### src/rtl/spi_frame_pkg.sv
// Shared constants and types for the SPI transmit frame buffer.
package spi_frame_pkg;

  localparam int FRAME_BYTES = 16;
  localparam int IDX_W       = 4;

  // Byte 0 carries the frame sequence number; byte 15 carries the optional checksum.
  localparam int SEQ_IDX  = 0;
  localparam int CSUM_IDX = 15;

  typedef enum logic {
    FILL = 1'b0,
    FULL = 1'b1
  } wr_state_t;

endpackage

### src/rtl/spi_edge_sync.sv
// Three-stage synchroniser with level and edge detection for an asynchronous
// SPI pin (SS today, SCK later). Bit 0 is the newest sample.
module spi_edge_sync #(
  parameter logic [2:0] RST_VAL = 3'b111
) (
  input  logic clk,
  input  logic rst,
  input  logic i_sig,
  output logic o_level,
  output logic o_rise,
  output logic o_fall
);

  logic [2:0] r_sync;

  // Shift the raw pin in; the reset value sets the idle level of the line.
  always_ff @(posedge clk) begin
    // NOTE: sequential state uses non-blocking (<=) so every flop samples pre-edge values.
    if (rst) r_sync <= RST_VAL;
    else     r_sync <= {r_sync[1:0], i_sig};
  end

  assign o_level = r_sync[1];
  assign o_rise  = (r_sync[2:1] == 2'b01);
  assign o_fall  = (r_sync[2:1] == 2'b10);

endmodule

### src/rtl/spi_tx_frame_buffer.sv
// Ping-pong frame buffer between a byte-stream source and an SPI slave.
// Byte 0 of each frame is a sequence number; banks swap only while SS is idle.
// Optional feature macro: FRAME_CHECKSUM_EN (byte 15 = mod-256 sum of bytes 0..14).
module spi_tx_frame_buffer #(
  parameter int FRAME_BYTES = spi_frame_pkg::FRAME_BYTES,
  parameter int IDX_W       = spi_frame_pkg::IDX_W
) (
  input  logic             clk,
  input  logic             rst,
  input  logic [7:0]       in_data,
  input  logic             in_valid,
  output logic             in_ready,
  input  logic             SS,
  input  logic [IDX_W-1:0] rd_index,
  output logic [7:0]       rd_data,
  output logic             frame_valid,
  output logic             stale
);

  import spi_frame_pkg::*;

`ifdef FRAME_CHECKSUM_EN
  localparam logic [IDX_W-1:0] LAST_PAY_IDX = IDX_W'(CSUM_IDX - 1);
`else
  localparam logic [IDX_W-1:0] LAST_PAY_IDX = IDX_W'(FRAME_BYTES - 1);
`endif

  wr_state_t        r_state;
  wr_state_t        w_state_nxt;
  logic [IDX_W-1:0] r_idx;
  logic [7:0]       r_seq;
  logic             r_sel;        // bank currently served to the SPI side
  logic             r_frame_valid;
  logic             r_stale;
  logic [7:0]       r_bank [2][FRAME_BYTES];
`ifdef FRAME_CHECKSUM_EN
  logic [7:0]       r_csum;
`endif

  logic w_wr_sel;
  logic w_in_ready;
  logic w_accept;
  logic w_swap;
  logic w_ss_idle;
  logic w_ss_rise;
  logic w_ss_fall_unused;

  spi_edge_sync #(.RST_VAL(3'b111)) u_ss_sync (
    .clk     (clk),
    .rst     (rst),
    .i_sig   (SS),
    .o_level (w_ss_idle),
    .o_rise  (w_ss_rise),
    .o_fall  (w_ss_fall_unused)
  );

  assign w_wr_sel = ~r_sel;

  // Write-side state register.
  always_ff @(posedge clk) begin
    if (rst) r_state <= FILL;
    else     r_state <= w_state_nxt;
  end

  // Next state, handshake and swap decision.
  always_comb begin
    // NOTE: every output gets a default first so no path leaves a latch behind.
    w_state_nxt = r_state;
    w_in_ready  = 1'b0;
    w_accept    = 1'b0;
    w_swap      = 1'b0;
    case (r_state)
      FILL: begin
        w_in_ready = 1'b1;
        w_accept   = in_valid;
        if (in_valid && (r_idx == LAST_PAY_IDX)) w_state_nxt = FULL;
      end
      FULL: begin
        // Only exchange banks between SPI transactions.
        if (w_ss_idle) begin
          w_swap      = 1'b1;
          w_state_nxt = FILL;
        end
      end
      default: w_state_nxt = FILL;
    endcase
  end

  // Bank storage, fill index, sequence number, checksum and status flags.
  always_ff @(posedge clk) begin
    if (rst) begin
      // NOTE: the banks are explicitly cleared because a reset must never expose an old frame.
      for (int b = 0; b < 2; b++) begin
        for (int i = 0; i < FRAME_BYTES; i++) r_bank[b][i] <= 8'h00;
      end
      r_idx         <= IDX_W'(1);
      r_seq         <= 8'h00;
      r_sel         <= 1'b0;
      r_frame_valid <= 1'b0;
      r_stale       <= 1'b0;
`ifdef FRAME_CHECKSUM_EN
      r_csum        <= 8'h00;
`endif
    end else begin
      if (w_accept) begin
        r_bank[w_wr_sel][r_idx] <= in_data;
        r_idx                   <= r_idx + IDX_W'(1);
`ifdef FRAME_CHECKSUM_EN
        r_csum <= r_csum + in_data;
        if (r_idx == LAST_PAY_IDX) r_bank[w_wr_sel][CSUM_IDX] <= r_csum + in_data;
`endif
      end

      if (w_swap) begin
        // The old read bank becomes the new write bank, pre-stamped with the next sequence.
        r_sel                  <= ~r_sel;
        r_bank[r_sel][SEQ_IDX] <= r_seq + 8'd1;
        r_seq                  <= r_seq + 8'd1;
        r_idx                  <= IDX_W'(1);
        r_frame_valid          <= 1'b1;
        r_stale                <= 1'b0;
`ifdef FRAME_CHECKSUM_EN
        r_csum                 <= r_seq + 8'd1;
`endif
      end else if (w_ss_rise && r_frame_valid) begin
        r_stale <= 1'b1;
      end
    end
  end

  assign in_ready    = w_in_ready;
  assign frame_valid = r_frame_valid;
  assign stale       = r_stale;
  assign rd_data     = r_frame_valid ? r_bank[r_sel][rd_index] : 8'h00;

endmodule

### config.mk
export PLATFORM = sky130hd
export DESIGN_NAME = spi_tx_frame_buffer
export DESIGN_NICKNAME = d
export VERILOG_FILES = /design/src/rtl/spi_frame_pkg.sv /design/src/rtl/spi_edge_sync.sv /design/src/rtl/spi_tx_frame_buffer.sv
export SDC_FILE = /design/constraint.sdc
export NUM_CORES = 1
export LEC_CHECK = 0
export ABC_AREA = 1
export ABC_CLOCK_PERIOD_IN_PS = 3100
export CAP_MARGIN = 30
export CORE_ASPECT_RATIO = 0.5
export CORE_MARGIN = 2
export CORE_UTILIZATION = 45
export CTS_BUF_LIST = sky130_fd_sc_hd__clkbuf_4 sky130_fd_sc_hd__clkbuf_8
export CTS_CLUSTER_SIZE = 28
export DETAILED_ROUTE_END_ITERATION = 8
export GPL_TIMING_DRIVEN = 0
export PLACE_DENSITY = 0.64
export SYNTH_ARGS = -nofsm -noshare
export SYNTH_HDL_FRONTEND = slang
export SYNTH_SLANG_ARGS = --single-unit
export TNS_END_PERCENT = 30
### constraint.sdc
create_clock -name clk -period 3.1 [get_ports clk]
set_clock_uncertainty 0.15 [all_clocks]
set_input_delay 0.775 -clock clk [delete_from_list [all_inputs] [get_ports clk]]
set_output_delay 0.775 -clock clk [all_outputs]
set_load 0.05 [all_outputs]
==> results.cfg, run 1 <==
[placement]
port-buffer-count = 23
gp_congestion = 0.989
dp_hpwl_mm = 26.8

[clock_network]
clockBufferDepth = 3
cts_tree = done
clkLatencyLatePin_ns = 0.57
cts_hold_buf = 0
cts_made_buffers = 42
clkSinkCount = 276
htree_levels = 2
clk_pin_slew_ns = 0.07
cts_root_buffer = clkbuf_8

[drt]
via_per_inst = 5.81
remaining_drc_errors = 0
vias = 9960
routedWlPerCell_um = 24.4
wl_mm = 41.8
drtIter0Drc = 1528
ant_nets = 0
first_pass_iters = 6

[global_routing]
grt_pass1_vias = 9193
antenna_found_initial = 0
grt_usage = 0.272
grt_overflow_total = 0
grt_first_pass_wirelength_mm = 58.0
grt_max_degree = 17

[floorplanning]
ioPinCount = 27
die_w_um = 242
die_y_um = 123
die-area_mm2 = 0.0297
start_util = 0.458
fp.coreArea_mm2 = 0.0278
rows = 43

[sta]
fin_crit_sh = 1.10
final-hold-violation-count = 0
slew_violations = 0
rsz0062_at_grt = yes
layout_min_cycle_time_ns = 3.41
tns_ns = -2.09
setup_viol = 8
fmax_mhz = 293
worst_pin_slew_ns = 0.705
relSlewSlack = 0.530
setup_slack_ns = -0.309

[synth]
yosysTopAreaCell = edfxtp_1
syn_nets = 1219
synth-edff-count = 256
synth_ff_type = edfxtp_1
yosysMostFrequentCell = nor2_1
yosys-top-cells-count = nor2_1, edfxtp_1, nand2_1
synth_top_area_share = 0.604
ys_types = 36
ys_warn_count = 0
synth_area_leaders = edfxtp_1, nor2_1, o21ai_0
ys_ff_latch = 276
synth_area_mm2 = 0.0127
syn_avg_cell_area_um2 = 10.6
async_reset_ff_frac = 0
ys_seq_area_frac = 0.636
synthCells = 1198

[setup_path]
cp.required_ns = 2.17
cp_max_fo = 6
crit_arrival_ns = 2.48
crit_path_start_kind = register
end_kind = output pin
worstSetupPathType = reg -> out

[finish]
drive_gt1_frac = 0.326
n_antenna_cell = 0
fillers = 2358
syn_to_final_growth_pct = 23.9
nets = 1326

[run_status]
status = finished with violations
violations = negative setup slack

[flow_run]
maxCapViolCount = 0

[pwr]
power.density_mw_per_mm2 = 541
ir_drop_mv = 0.247
p_total_mw = 8.52
p_leak_nw = 5.69

[worst_hold_path]
hold_path_class = reg -> reg
-- where the power goes --
group	switching [mW]	leakage, nW	internal, mW
logic	0.735	2.48	0.255
clock network	1.45	0.420	1.54
registers	0.0952	2.79	4.44
total	2.28	5.69	6.24
-- registers in the layout, summed over array words and instances, names as in the netlist, named ones only --
name              count
r_bank              256
r_seq                 8
r_idx                 4
u_ss_sync.r_sync      3
frame_valid           1
r_sel                 1
r_state               1
stale                 1
-- final timing paths --
check                                               startpoint                             end  slack (ns)  depth (start not counted)
worst max-delay path                                  register                      rd_data[5]       -0.31                         11
worst min-delay path            u_ss_sync.r_sync[0]$_SDFF_PP1_  u_ss_sync.r_sync[1]$_SDFF_PP1_        0.27                          1
worst max register to register           r_idx[0]$_SDFFE_PP1N_     r_bank[0][97]$_SDFFCE_PN0P_        0.22                         14
worst min register to register  u_ss_sync.r_sync[0]$_SDFF_PP1_  u_ss_sync.r_sync[1]$_SDFF_PP1_        0.27                          1
-- per-stage QoR --
| step | std cells | utilization | cell area [um^2] | hold WS [ns] | setup slack (ns) |
|---|---|---|---|---|---|
| after floorplan | 1198 | - | 12700 | 0.239 | -0.117 |
| after global placement | 1603 | 0.485 | 13500 | 0.243 | -1.38 |
| after detailed placement | 1603 | 0.485 | 13500 | 0.266 | -1.39 |
| after CTS | 1681 | 0.537 | 14900 | 0.280 | -0.252 |
| after global routing | 1714 | 0.568 | 15800 | 0.291 | -0.309 |
| final | 1714 | 0.568 | 15800 | 0.269 | -0.309 |
-- timing repair --
action                                  in CTS  in global routing
resized for setup                          222                155
cloned                                       1                 10
endpoints found under the setup margin     192                222
buffers inserted                             6                 23
pin swaps                                   19                 59
-- cell families after synthesis --
group	synth area share
AO/OA/AOI/OAI	0.0926
XOR/XNOR	0.00207
adder cells (fa/ha/maj)	0.00492
buffers and inverters	0.0468
flip-flops	0.636
AND/OR/NAND/NOR	0.218
-- cell type report --
type / count / area [um^2] / share of cell area
Buffer: 72 / 767 / 0.0487
Tap cell: 382 / 478 / 0.0303
Multi-Input combinational cell: 788 / 4650 / 0.295
Clock inverter: 8 / 35.0 / 0.00222
Clock buffer: 63 / 754 / 0.0479
Sequential cell: 276 / 8090 / 0.513
Inverter: 62 / 279 / 0.0177
Timing Repair Buffer: 62 / 707 / 0.0448
Timing Repair inverter: 1 / 5.00 / 0.000317
-- metal layers --
| layer | track usage | share of wire | up-vias |
|---|---|---|---|
| met3 | 0.0654 | 0.13 | 106 |
| met2 | 0.415 | 0.43 | 611 |
| met1 | 0.384 | 0.41 | 4891 |
| met5 | 0 | 0 | - |
| met4 | 0.0941 | 0.035 | 0 |
| li1 | - | - | 4352 |
-- layout by cell type (no fill, tap or decap), types with 25 or more instances in the layout --
master    synthesis  routed
nand2_1         127      99
inv_1            44      35
nand3_1          57      47
nor2_1          277     237
edfxtp_1        256     256
o211ai_1         25      25
clkbuf_8          0      53
nand2_2          15      39
o21ai_0         116      91
nor2_2           65      83
buf_4             6      35
-- critical path: stages, from the launching register on --
cell and delay, ns:
dfxtp_4 0.39, buf_12 0.17, clkbuf_16 0.17, clkbuf_16 0.17, buf_4 0.14, o21ai_4 0.15
o211ai_1 0.15, nand3_1 0.13, nand2_2 0.10, nor2_4 0.14, nor2_4 0.05, buf_6 0.15
No activity file was read; power rests on OpenSTA's default activity.
==> run 2, diff against run 1 <==
--- a/config.mk
+++ b/config.mk
@@ -12,9 +12,11 @@
 export CORE_MARGIN = 2
 export CORE_UTILIZATION = 45
 export CTS_BUF_LIST = sky130_fd_sc_hd__clkbuf_4 sky130_fd_sc_hd__clkbuf_8
+export CTS_CLUSTER_DIAMETER = 60
 export CTS_CLUSTER_SIZE = 28
 export DETAILED_ROUTE_END_ITERATION = 8
 export GPL_TIMING_DRIVEN = 0
+export HOLD_SLACK_MARGIN = 0.15
 export PLACE_DENSITY = 0.64
 export SYNTH_ARGS = -nofsm -noshare
 export SYNTH_HDL_FRONTEND = slang
==> results.cfg, run 2 (synthesized netlist as in run 1, its figures left out) <==
[run_status]
status = finished with violations
violations = negative setup slack

[clock_network]
htree_levels = 1
cts_tree = done
clkSinkCount = 276
clkLatencyLatePin_ns = 0.58
cts_hold_buf = 0
clockBufferDepth = 3
clk_pin_slew_ns = 0.15
cts_root_buffer = clkbuf_8
cts_made_buffers = 15

[floorplanning]
start_util = 0.458
die_w_um = 242
die-area_mm2 = 0.0297
die_y_um = 123
fp.coreArea_mm2 = 0.0278
ioPinCount = 27
rows = 43

[placement]
dp_hpwl_mm = 26.8
gp_congestion = 0.989
place_area_mm2 = 0.0135
port-buffer-count = 23

[drt]
ant_nets = 0
first_pass_iters = 7
via_per_inst = 5.77
wl_mm = 39.4
routedWlPerCell_um = 23.9
remaining_drc_errors = 0
drtIter0Drc = 1623
vias = 9551

[finish]
final_cell_mix = edfxtp_1, nor2_1, nand2_1, o21ai_0, nor2_2
drive_gt1_frac = 0.262
final_area_mm2 = 0.0148
regMostFlops = r_bank
layout_commonest_cell = edfxtp_1
syn_to_final_growth_pct = 16.1
largest_register_ffs = 256
top_regs = r_bank x256, r_seq x8, r_idx x4
nets = 1284
final_util = 0.532

[setup_path]
cp.required_ns = 2.17
cp_max_fo = 10
end_kind = output pin
crit_path_start_kind = register
rrSetupSlack_ns = 0.11
r2r-start = r_idx[0]$_SDFFE_PP1N_
worstSetupPathType = reg -> out
crit_arrival_ns = 2.51

[sta]
final-hold-violation-count = 0
layout_min_cycle_time_ns = 3.43
relSlewSlack = 0.385
rsz0062_at_grt = yes
holdWs_ns = 0.287
fmax_mhz = 291
setup_slack_ns = -0.332
worst_pin_slew_ns = 0.922
slew_violations = 0
fin_crit_sh = 1.11
setup_viol = 8

[pwr]
switchingPower_mw = 2.02
seq_power_share = 0.621
power.density_mw_per_mm2 = 492
power_frac_clock = 0.252
ir_drop_mv = 0.229
internal_power_mw = 5.25
switching_share = 0.277
p_leak_nw = 5.31
combPwrFrac = 0.126

[worst_hold_path]
holdCritStartpoint = u_ss_sync.r_sync[0]$_SDFF_PP1_
hold_path_class = reg -> reg

[global_routing]
grt_max_degree = 29
grt_pass1_vias = 8863
grt_first_pass_wirelength_mm = 57.2
antenna_found_initial = 1
grt_overflow_total = 0
grt_usage = 0.266

[flow_run]
maxCapViolCount = 0
-- run 2: worst max-delay path: stages (launching register included) --
cell and delay [ns]:
dfxtp_4 0.42, buf_12 0.16, buf_12 0.15, clkbuf_16 0.17
nor2_1 0.07, o221ai_1 0.22, nand3_1 0.13, nand2_1 0.14
nor2_1 0.07, nor2_2 0.19, buf_6 0.18
-- run 2: final timing paths --
path / endpoint / cells past startpoint
hold / removal: u_ss_sync.r_sync[1]$_SDFF_PP1_ / 1
setup / recovery: rd_data[0] / 10
setup reg to reg: r_bank[0][126]$_SDFFCE_PN0P_ / 13
hold reg to reg: u_ss_sync.r_sync[1]$_SDFF_PP1_ / 1
-- run 2: final cells by class --
type | instances | area, um^2
Antenna cell | 1 | 2.50
Buffer | 72 | 743
Clock buffer | 16 | 214
Clock inverter | 9 | 106
Fill cell | 2478 | 13000
Inverter | 62 | 269
Multi-Input combinational cell | 788 | 4330
Sequential cell | 276 | 8090
Tap cell | 382 | 478
Timing Repair Buffer | 47 | 531
Timing Repair inverter | 1 | 5.00
-- run 2: metal layers --
metal  GRT usage  up-vias  wire length (um)
met3      0.0437       75              4330
met5           0        -                 0
li1            -     4241                 -
met1       0.388     4694             16700
met4      0.0806        0              1180
met2       0.412      541             17200
-- run 2: power groups by stage --
stage	Clock [mW]	Combinational, mW	Sequential, mW
2_1_floorplan	0	0.494	4.57
3_3_place_gp	0	0.786	4.60
3_5_place_dp	0	0.802	4.61
4_1_cts	1.82	0.837	4.52
5_1_grt	1.95	0.971	4.55
6_report	1.83	0.919	4.52
-- run 2: what timing repair did --
action / 4_1_cts / 5_1_grt
setup buffers: 2 / 17
resized for setup: 214 / 77
cloned: 3 / 2
pin swaps: 22 / 29
setup endpoints to repair: 156 / 191
-- run 2: metrics by stage --
stage | power, mW | setup WS [ns] | setup TNS, ns | cells
2_1_floorplan | 5.07 | -0.117 | -0.593 | 1198
3_3_place_gp | 5.38 | -1.38 | -231.01 | 1603
3_5_place_dp | 5.41 | -1.39 | -249.67 | 1603
4_1_cts | 7.18 | -0.291 | -2.68 | 1633
5_1_grt | 7.47 | -0.357 | -3.53 | 1654
6_report | 7.27 | -0.332 | -2.29 | 1654
